$ cat src/rtl/mem_stage.sv
// ---------------------------------------------------------------------------
// mem_stage
//
// Memory stage of the pipeline. It accepts one request per ALU_kick_up pulse
// and handles it in one of three ways:
//   - no memory operation: ALU_result is passed through with one cycle of
//     latency;
//   - misaligned access: no bus request is made, and the stage completes
//     with MEM_result=0 and MEM_misaligned=1;
//   - load or store: the stage drives a simple req/ready data bus, then
//     completes with the load data or with the store address.
// Exactly one MEM_kick_up pulse is produced per accepted request.
// Any ALU_kick_up that arrives while the stage is busy is dropped.
//
// Optional feature (macro MEM_TIMEOUT_EN):
//   Adds an 8-bit watchdog that aborts an access after 255 ACCESS cycles
//   without dmem_ready. An aborted access completes like a misaligned one.
//   When the macro is not defined, ACCESS waits for dmem_ready indefinitely.
//
// Ports:
//   clk, reset                       clock, asynchronous active-high reset
//   ALU_result[31:0]                 address, or value to pass through
//   ALU_kick_up                      request pulse from the execute stage
//   reg_read_data_2[31:0]            store data
//   Controller_memread/memwrite      load / store select (store wins)
//   Controller_memsize[1:0]          0=byte, 1=half, 2/3=word
//   Controller_memsign               sign-extend loads when 1
//   dmem_req, dmem_we                bus request and write enable
//   dmem_addr[31:0]                  word-aligned bus address
//   dmem_wdata[31:0], dmem_wstrb[3:0] lane-replicated data and byte strobes
//   dmem_ready, dmem_rdata[31:0]     bus completion strobe and read word
//   MEM_kick_up                      one-cycle completion pulse
//   MEM_result[31:0]                 load data, store address or pass-through
//   MEM_busy                         high in ACCESS and DONE
//   MEM_misaligned                   error flag, valid only with MEM_kick_up
// ---------------------------------------------------------------------------
module mem_stage (
    input  logic        clk,
    input  logic        reset,
    input  logic [31:0] ALU_result,
    input  logic        ALU_kick_up,
    input  logic [31:0] reg_read_data_2,
    input  logic        Controller_memread,
    input  logic        Controller_memwrite,
    input  logic [1:0]  Controller_memsize,
    input  logic        Controller_memsign,
    output logic        dmem_req,
    output logic        dmem_we,
    output logic [31:0] dmem_addr,
    output logic [31:0] dmem_wdata,
    output logic [3:0]  dmem_wstrb,
    input  logic        dmem_ready,
    input  logic [31:0] dmem_rdata,
    output logic        MEM_kick_up,
    output logic [31:0] MEM_result,
    output logic        MEM_busy,
    output logic        MEM_misaligned
);

    typedef enum logic [1:0] {
        IDLE   = 2'd0,
        ACCESS = 2'd1,
        DONE   = 2'd2
    } state_t;

    state_t      state;
    state_t      state_next;

    // The request is latched when it is accepted, so the bus stays stable
    // while the execute stage moves on.
    logic [31:0] addr_q;
    logic [1:0]  size_q;
    logic        sign_q;
    logic        we_q;
    logic [31:0] wdata_q;
    logic [3:0]  wstrb_q;
    logic [31:0] result_q;
    logic        mis_q;

    logic        in_mem_op;
    logic        in_misaligned;
    logic [31:0] in_wdata;
    logic [3:0]  in_wstrb;
    logic [31:0] load_data;
    logic        access_abort;

`ifdef MEM_TIMEOUT_EN
    logic [7:0]  timeout_cnt;
`endif

    // Decode of the incoming request: whether it touches memory, whether its
    // alignment is legal for its size, and the data lanes and strobes for a
    // store. Sizes 2 and 3 both mean word, so bit 1 alone selects word.
    always_comb begin
        in_mem_op     = Controller_memread | Controller_memwrite;
        in_misaligned = 1'b0;
        in_wdata      = reg_read_data_2;
        in_wstrb      = 4'b0000;
        case (Controller_memsize)
            2'd0: begin
                in_wdata = {4{reg_read_data_2[7:0]}};
                in_wstrb = 4'b0001 << ALU_result[1:0];
            end
            2'd1: begin
                in_misaligned = ALU_result[0];
                in_wdata      = {2{reg_read_data_2[15:0]}};
                in_wstrb      = ALU_result[1] ? 4'b1100 : 4'b0011;
            end
            default: begin
                in_misaligned = |ALU_result[1:0];
                in_wdata      = reg_read_data_2;
                in_wstrb      = 4'b1111;
            end
        endcase
    end

    // Load data lane selection and extension. This uses the latched address
    // and size, so it is valid for as long as the stage stays in ACCESS.
    always_comb begin
        logic [7:0]  byte_lane;
        logic [15:0] half_lane;
        byte_lane = 8'h00;
        half_lane = addr_q[1] ? dmem_rdata[31:16] : dmem_rdata[15:0];
        case (addr_q[1:0])
            2'd0:    byte_lane = dmem_rdata[7:0];
            2'd1:    byte_lane = dmem_rdata[15:8];
            2'd2:    byte_lane = dmem_rdata[23:16];
            default: byte_lane = dmem_rdata[31:24];
        endcase
        case (size_q)
            2'd0:    load_data = {{24{sign_q & byte_lane[7]}}, byte_lane};
            2'd1:    load_data = {{16{sign_q & half_lane[15]}}, half_lane};
            default: load_data = dmem_rdata;
        endcase
    end

    // The watchdog aborts on the 255th ACCESS cycle when dmem_ready is
    // still low. The counter reads 254 during that cycle because it starts
    // from zero in the first ACCESS cycle.
`ifdef MEM_TIMEOUT_EN
    assign access_abort = (state == ACCESS) && !dmem_ready && (timeout_cnt == 8'd254);
`else
    assign access_abort = 1'b0;
`endif

    // Next-state logic. Only IDLE looks at ALU_kick_up, so a request that
    // arrives while the stage is busy has no effect. A misaligned access
    // skips ACCESS, which keeps its request off the bus.
    always_comb begin
        state_next = state;
        case (state)
            IDLE: begin
                if (ALU_kick_up) begin
                    if (!in_mem_op || in_misaligned) begin
                        state_next = DONE;
                    end else begin
                        state_next = ACCESS;
                    end
                end
            end
            ACCESS: begin
                if (dmem_ready || access_abort) begin
                    state_next = DONE;
                end
            end
            DONE:    state_next = IDLE;
            default: state_next = IDLE;
        endcase
    end

    // State register. The reset is asynchronous, so asserting it in the
    // middle of an access drops dmem_req right away. A dmem_ready that
    // arrives after reset then finds the stage in IDLE and has no effect.
    always_ff @(posedge clk or posedge reset) begin
        if (reset) begin
            state <= IDLE;
        end else begin
            state <= state_next;
        end
    end

    // Request latch and result capture. MEM_result changes only when a
    // request completes, so it holds its value between completions.
    always_ff @(posedge clk or posedge reset) begin
        if (reset) begin
            addr_q   <= 32'd0;
            size_q   <= 2'd0;
            sign_q   <= 1'b0;
            we_q     <= 1'b0;
            wdata_q  <= 32'd0;
            wstrb_q  <= 4'd0;
            result_q <= 32'd0;
            mis_q    <= 1'b0;
        end else begin
            case (state)
                IDLE: begin
                    if (ALU_kick_up) begin
                        if (!in_mem_op) begin
                            result_q <= ALU_result;
                            mis_q    <= 1'b0;
                        end else if (in_misaligned) begin
                            result_q <= 32'd0;
                            mis_q    <= 1'b1;
                        end else begin
                            addr_q  <= ALU_result;
                            size_q  <= Controller_memsize;
                            sign_q  <= Controller_memsign;
                            we_q    <= Controller_memwrite;
                            wdata_q <= in_wdata;
                            wstrb_q <= Controller_memwrite ? in_wstrb : 4'b0000;
                            mis_q   <= 1'b0;
                        end
                    end
                end
                ACCESS: begin
                    if (dmem_ready) begin
                        result_q <= we_q ? addr_q : load_data;
                        mis_q    <= 1'b0;
                    end else if (access_abort) begin
                        result_q <= 32'd0;
                        mis_q    <= 1'b1;
                    end
                end
                default: begin
                end
            endcase
        end
    end

`ifdef MEM_TIMEOUT_EN
    // Watchdog counter. It is zeroed on the transition into ACCESS and
    // counts each ACCESS cycle after that.
    always_ff @(posedge clk or posedge reset) begin
        if (reset) begin
            timeout_cnt <= 8'd0;
        end else if (state != ACCESS && state_next == ACCESS) begin
            timeout_cnt <= 8'd0;
        end else if (state == ACCESS) begin
            timeout_cnt <= timeout_cnt + 8'd1;
        end
    end
`endif

    assign dmem_req       = (state == ACCESS);
    assign dmem_we        = (state == ACCESS) && we_q;
    assign dmem_addr      = {addr_q[31:2], 2'b00};
    assign dmem_wdata     = wdata_q;
    assign dmem_wstrb     = wstrb_q;
    assign MEM_kick_up    = (state == DONE);
    assign MEM_busy       = (state != IDLE);
    assign MEM_misaligned = (state == DONE) && mis_q;
    assign MEM_result     = result_q;

endmodule
$ cat config.mk
export PLATFORM = sky130hd
export DESIGN_NAME = mem_stage
export DESIGN_NICKNAME = d
export VERILOG_FILES = /design/src/rtl/mem_stage.sv
export SDC_FILE = /design/constraint.sdc
export NUM_CORES = 1
export LEC_CHECK = 0
export ABC_AREA = 0
export CAP_MARGIN = 20
export CORE_MARGIN = 3
export CORE_UTILIZATION = 47
export CTS_BUF_LIST = sky130_fd_sc_hd__clkbuf_8
export DETAILED_ROUTE_END_ITERATION = 8
export GPL_ROUTABILITY_DRIVEN = 0
export GPL_TIMING_DRIVEN = 0
export PLACE_DENSITY = 0.9
export SLEW_MARGIN = 20
export SYNTH_ARGS = -nofsm -noshare
export SYNTH_HDL_FRONTEND = slang
export SYNTH_SLANG_ARGS = --single-unit
$ cat constraint.sdc
create_clock -name clk -period 4.1 [get_ports clk]
set_input_delay 0.41 -clock clk [delete_from_list [all_inputs] [get_ports clk]]
set_output_delay 0.41 -clock clk [all_outputs]
set_load 0.01 [all_outputs]
==> impl_summary.md <==
Status
The run finished with clean final reports.

Logic synthesis
The synthesized design contains 0 enable-type register cells. The share of the synthesized area in the top cell type is 45.6%. The dominant register cell in the synthesized netlist is dfrtp_1. After synthesis, the cell types taking the most area are dfrtp_1, mux2i_1, nand2_1. The post-synthesis sequential element count is 107. The Yosys warning count is 0. Synthesis handed over a netlist of 571 instances. Each instance of the synthesized netlist takes up on average 10.3 um^2. The cell type contributing the most total cell area after synthesis is dfrtp_1. The cell area that synthesis handed to floorplanning was 5870 um^2.

In the synthesized netlist the async set-or-reset flop fraction comes to 100%. The fraction of the yosys area taken by sequential cells is 45.6%. After synthesis, the netlist uses 53 different library cells.

Global routing
The largest net degree at the start of global routing is 56. Across every metal layer, demand over resource in global routing totals 27.4%. The via count of the first global-routing pass was 5809. The initial antenna violation count is 0.

The total overflow left after global routing is 0. The first global-routing pass estimated 30.6 mm of wire.

Worst setup path
The cell that appears most often on the critical path is buf_2. STA classifies the critical path startpoint as a flip-flop. The worst setup path is of the flip-flop to primary output kind.

The peak per-stage delay on the critical path is 580 ps. The critical path goes through nor2b_1 > buf_2 > and2_2 > buf_2 > clkdlybuf4s50_1. Together, buffers and inverters on the worst path number 3.

Along the worst path, the maximum fanout reaches 10. The category of the worst setup path capture point is a primary output. For the worst setup path, the data arrival time is 2240 ps.

STA puts the critical path data required time at 3690 ps. The slowest stage cell on the critical path is clkdlybuf4s50_1. The kind of cell with the highest combined delay on the critical path is buffers and inverters.

Timing
The worst-margin pin slew is 700 ps. The clock arrives with 15.8 ps of skew. Setup repair after global routing left no endpoint under its margin. The worst-case setup margin in the final layout is 1450 ps.

The accumulated negative setup slack is 0 ps. The final critical path time including I/O delays and setup is 2650 ps. The worst path uses 64.7% of the clock period. The worst slew margin relative to its limit is 53.4%.

For this run, the top clock speed supported by timing is 377 MHz. The number of pins exceeding their max-slew limit in the final report came to 0. The hold violation total from the final report is 0.

Setup violations remaining at the end of the flow were counted as 0.

Detailed routing
The total number of vias is 5547. For this block, the initial DRC count from the detailed router was 629. Wires add up to 19.2 mm.

The average wire length per cell after detail routing is 20.0 um. The remaining number of nets flagged by the antenna check after routing is 0. The first detailed-routing pass ran for 7 iterations. Using the TritonRoute via totals, the vias-per-cell ratio works out to 5.77. In the routed design, unresolved DRC markers number 0.

CTS
The CTS buffer count is 9. The later pin in the worst-skew pair is clocked with a latency of 390 ps. In this run, post-CTS repair resized a total of 0 instances. Clock tree synthesis selected as its root buffer the cell clkbuf_8.

TritonCTS built the clock tree. The clock passes through at most 2 buffers. After clock tree synthesis, the clock-pin slew on the worst setup and hold paths is 110 ps. The H-tree was split into 3 levels. The number of post-CTS setup repair buffers is 0. The number of hold buffers added after CTS was 0. CTS saw 107 sinks.

Finish
The finished layout holds 962 standard cells, fillers aside. The share of layout cells above drive strength 1 is 15.6%. The net count of the finished layout is 894. The final instance area is 8410 um^2. The number of filler instances in the final layout is 911.

The area growth from synthesis to layout is 43.4%. Summing all flip-flop and latch instances after layout gives 2680 um^2. The area used by multi-input combinational logic is 2570 um^2. The number of antenna diodes in the final layout is 0.

Power
The maximum vdd drop is 0.287 mV. Overall power consumption after layout is estimated at 0.00497 W. The total power divided by cell area is 591 nW/um^2. For this design the static power due to leakage is 3.65 nW.

Placement
The count of input and output buffers is 205. The total half-perimeter wirelength after legalization and detailed placement is 14.8 mm. The instance count after placement with tap cells included is 946. After detailed placement, the total cell area comes to 8170 um^2. The setup slack after placement is 1620 ps.

Floorplan
The floorplan step set the die width to 118 um. The core footprint is 12100 um^2. The die is 118 um tall.

The die outline area is 13900 um^2. For this configuration, the core starts out at a cell density of 48.5%. The I/O pin total is 210. The initialized floorplan defines 40 standard-cell rows.

Flow run
The tool flagged a number of max-cap violations equal to 0.

Hold path
The tightest min-delay check is of the input pin to flip-flop type.
==> path summary, 6_finish.rpt <==
check	startpoint	endpoint	slack [ps]	depth (start not counted)
max	state[0]	dmem_we	1450	5
min	ALU_result[0]	addr_q[0]	410	2
max reg2reg	state[0]	MEM_result[4]	1980	6
min reg2reg	dmem_wdata[8]	dmem_wdata[8]	490	2
max in group asynchronous	reset	addr_q[22]	3030	3
min in group asynchronous	reset	mis_q	420	2
==> layer usage <==
layer / wire, um / share of wire (%) / GRT usage, %
met1: 7200 / 37 / 32.4
met2: 9600 / 50 / 47.5
met3: 1840 / 9.6 / 7.98
met4: 582 / 3.0 / 10.2
met5: 0 / 0 / 0
==> Yosys cell counts (2+ instances only) <==
cell      number
mux2i_1       32
o21ai_0       48
o21ai_1       19
o221ai_1       8
o21a_1        11
buf_4         34
dfrtp_1      107
a221o_1        2
mux2_2        21
nand3_1        6
nand2_1       80
o22ai_1        7
buf_6          8
clkbuf_8       6
nor2_1        20
inv_1         10
a222oi_1      21
nand3_2       10
nor2b_1        4
a221oi_1       3
buf_2         15
clkbuf_1       9
a22o_1         2
a22oi_1        8
mux2_1        23
a21boi_0       2
a21oi_1       22
a31oi_1        2
nand2b_1       7
==> placed cells by master (no fill, tap or decap), types with 4 or more instances in the layout <==
cell type / n
a21oi_1: 22
a222oi_1: 21
a22oi_1: 8
buf_2: 15
buf_4: 34
buf_6: 8
clkbuf_1: 9
clkbuf_8: 15
clkdlybuf4s50_1: 205
dfrtp_1: 107
inv_1: 10
mux2_1: 23
mux2_2: 21
mux2i_1: 32
nand2_1: 80
nand2b_1: 7
nand3_1: 6
nand3_2: 10
nor2_1: 20
nor2b_1: 4
o21a_1: 11
o21ai_0: 48
o21ai_1: 19
o221ai_1: 8
o22ai_1: 7
==> flip-flops by register name (all words and copies together), names as in the netlist <==
name	count
dmem_wdata	32
sign_q	1
dmem_wstrb	4
MEM_result	32
mis_q	1
we_q	1
size_q	2
addr_q	32
state	2
==> worst register-to-register path: stages, from the launching register on <==
cell and delay [ps]:
dfrtp_1 430, nor2b_1 140, buf_2 190, nand2_1 190
a21boi_4 400, clkbuf_1 430, o21ai_0 210
==> logic make-up after synthesis <==
logic type	share of synthesized area, %
other	0.0639
muxes	13.9
DFF	45.6
buffers and inverters	10.6
AOI/OAI and AO/OA	18.0
and+or+nand+nor	11.8
==> metrics by stage <==
step | hold slack, ps | util (%)
after floorplan | 488 | -
final | 411 | 69.5
after global routing | 411 | 69.5
after CTS | 396 | 69.5
after global placement | 463 | 67.2
after detailed placement | 470 | 67.4
==> where the power goes <==
group	internal, W	total [W]	leakage [nW]	switching [W]
Sequential	0.00145	0.00174	1.33	0.000290
Combinational	0.00135	0.00243	2.19	0.00108
Clock	0.000413	0.000808	0.128	0.000395
==> final cells by class <==
class                   count  area share, %
flip-flops and latches    107           31.8
multi-input cells         379           30.6
repair buffers            206           24.7
plain buffers              76           6.96
well taps                 168           2.50
clock buffers               9           1.47
clock inverters             7           1.46
inverters                  10          0.506
Note: power is estimated with default switching activity, not from simulation.
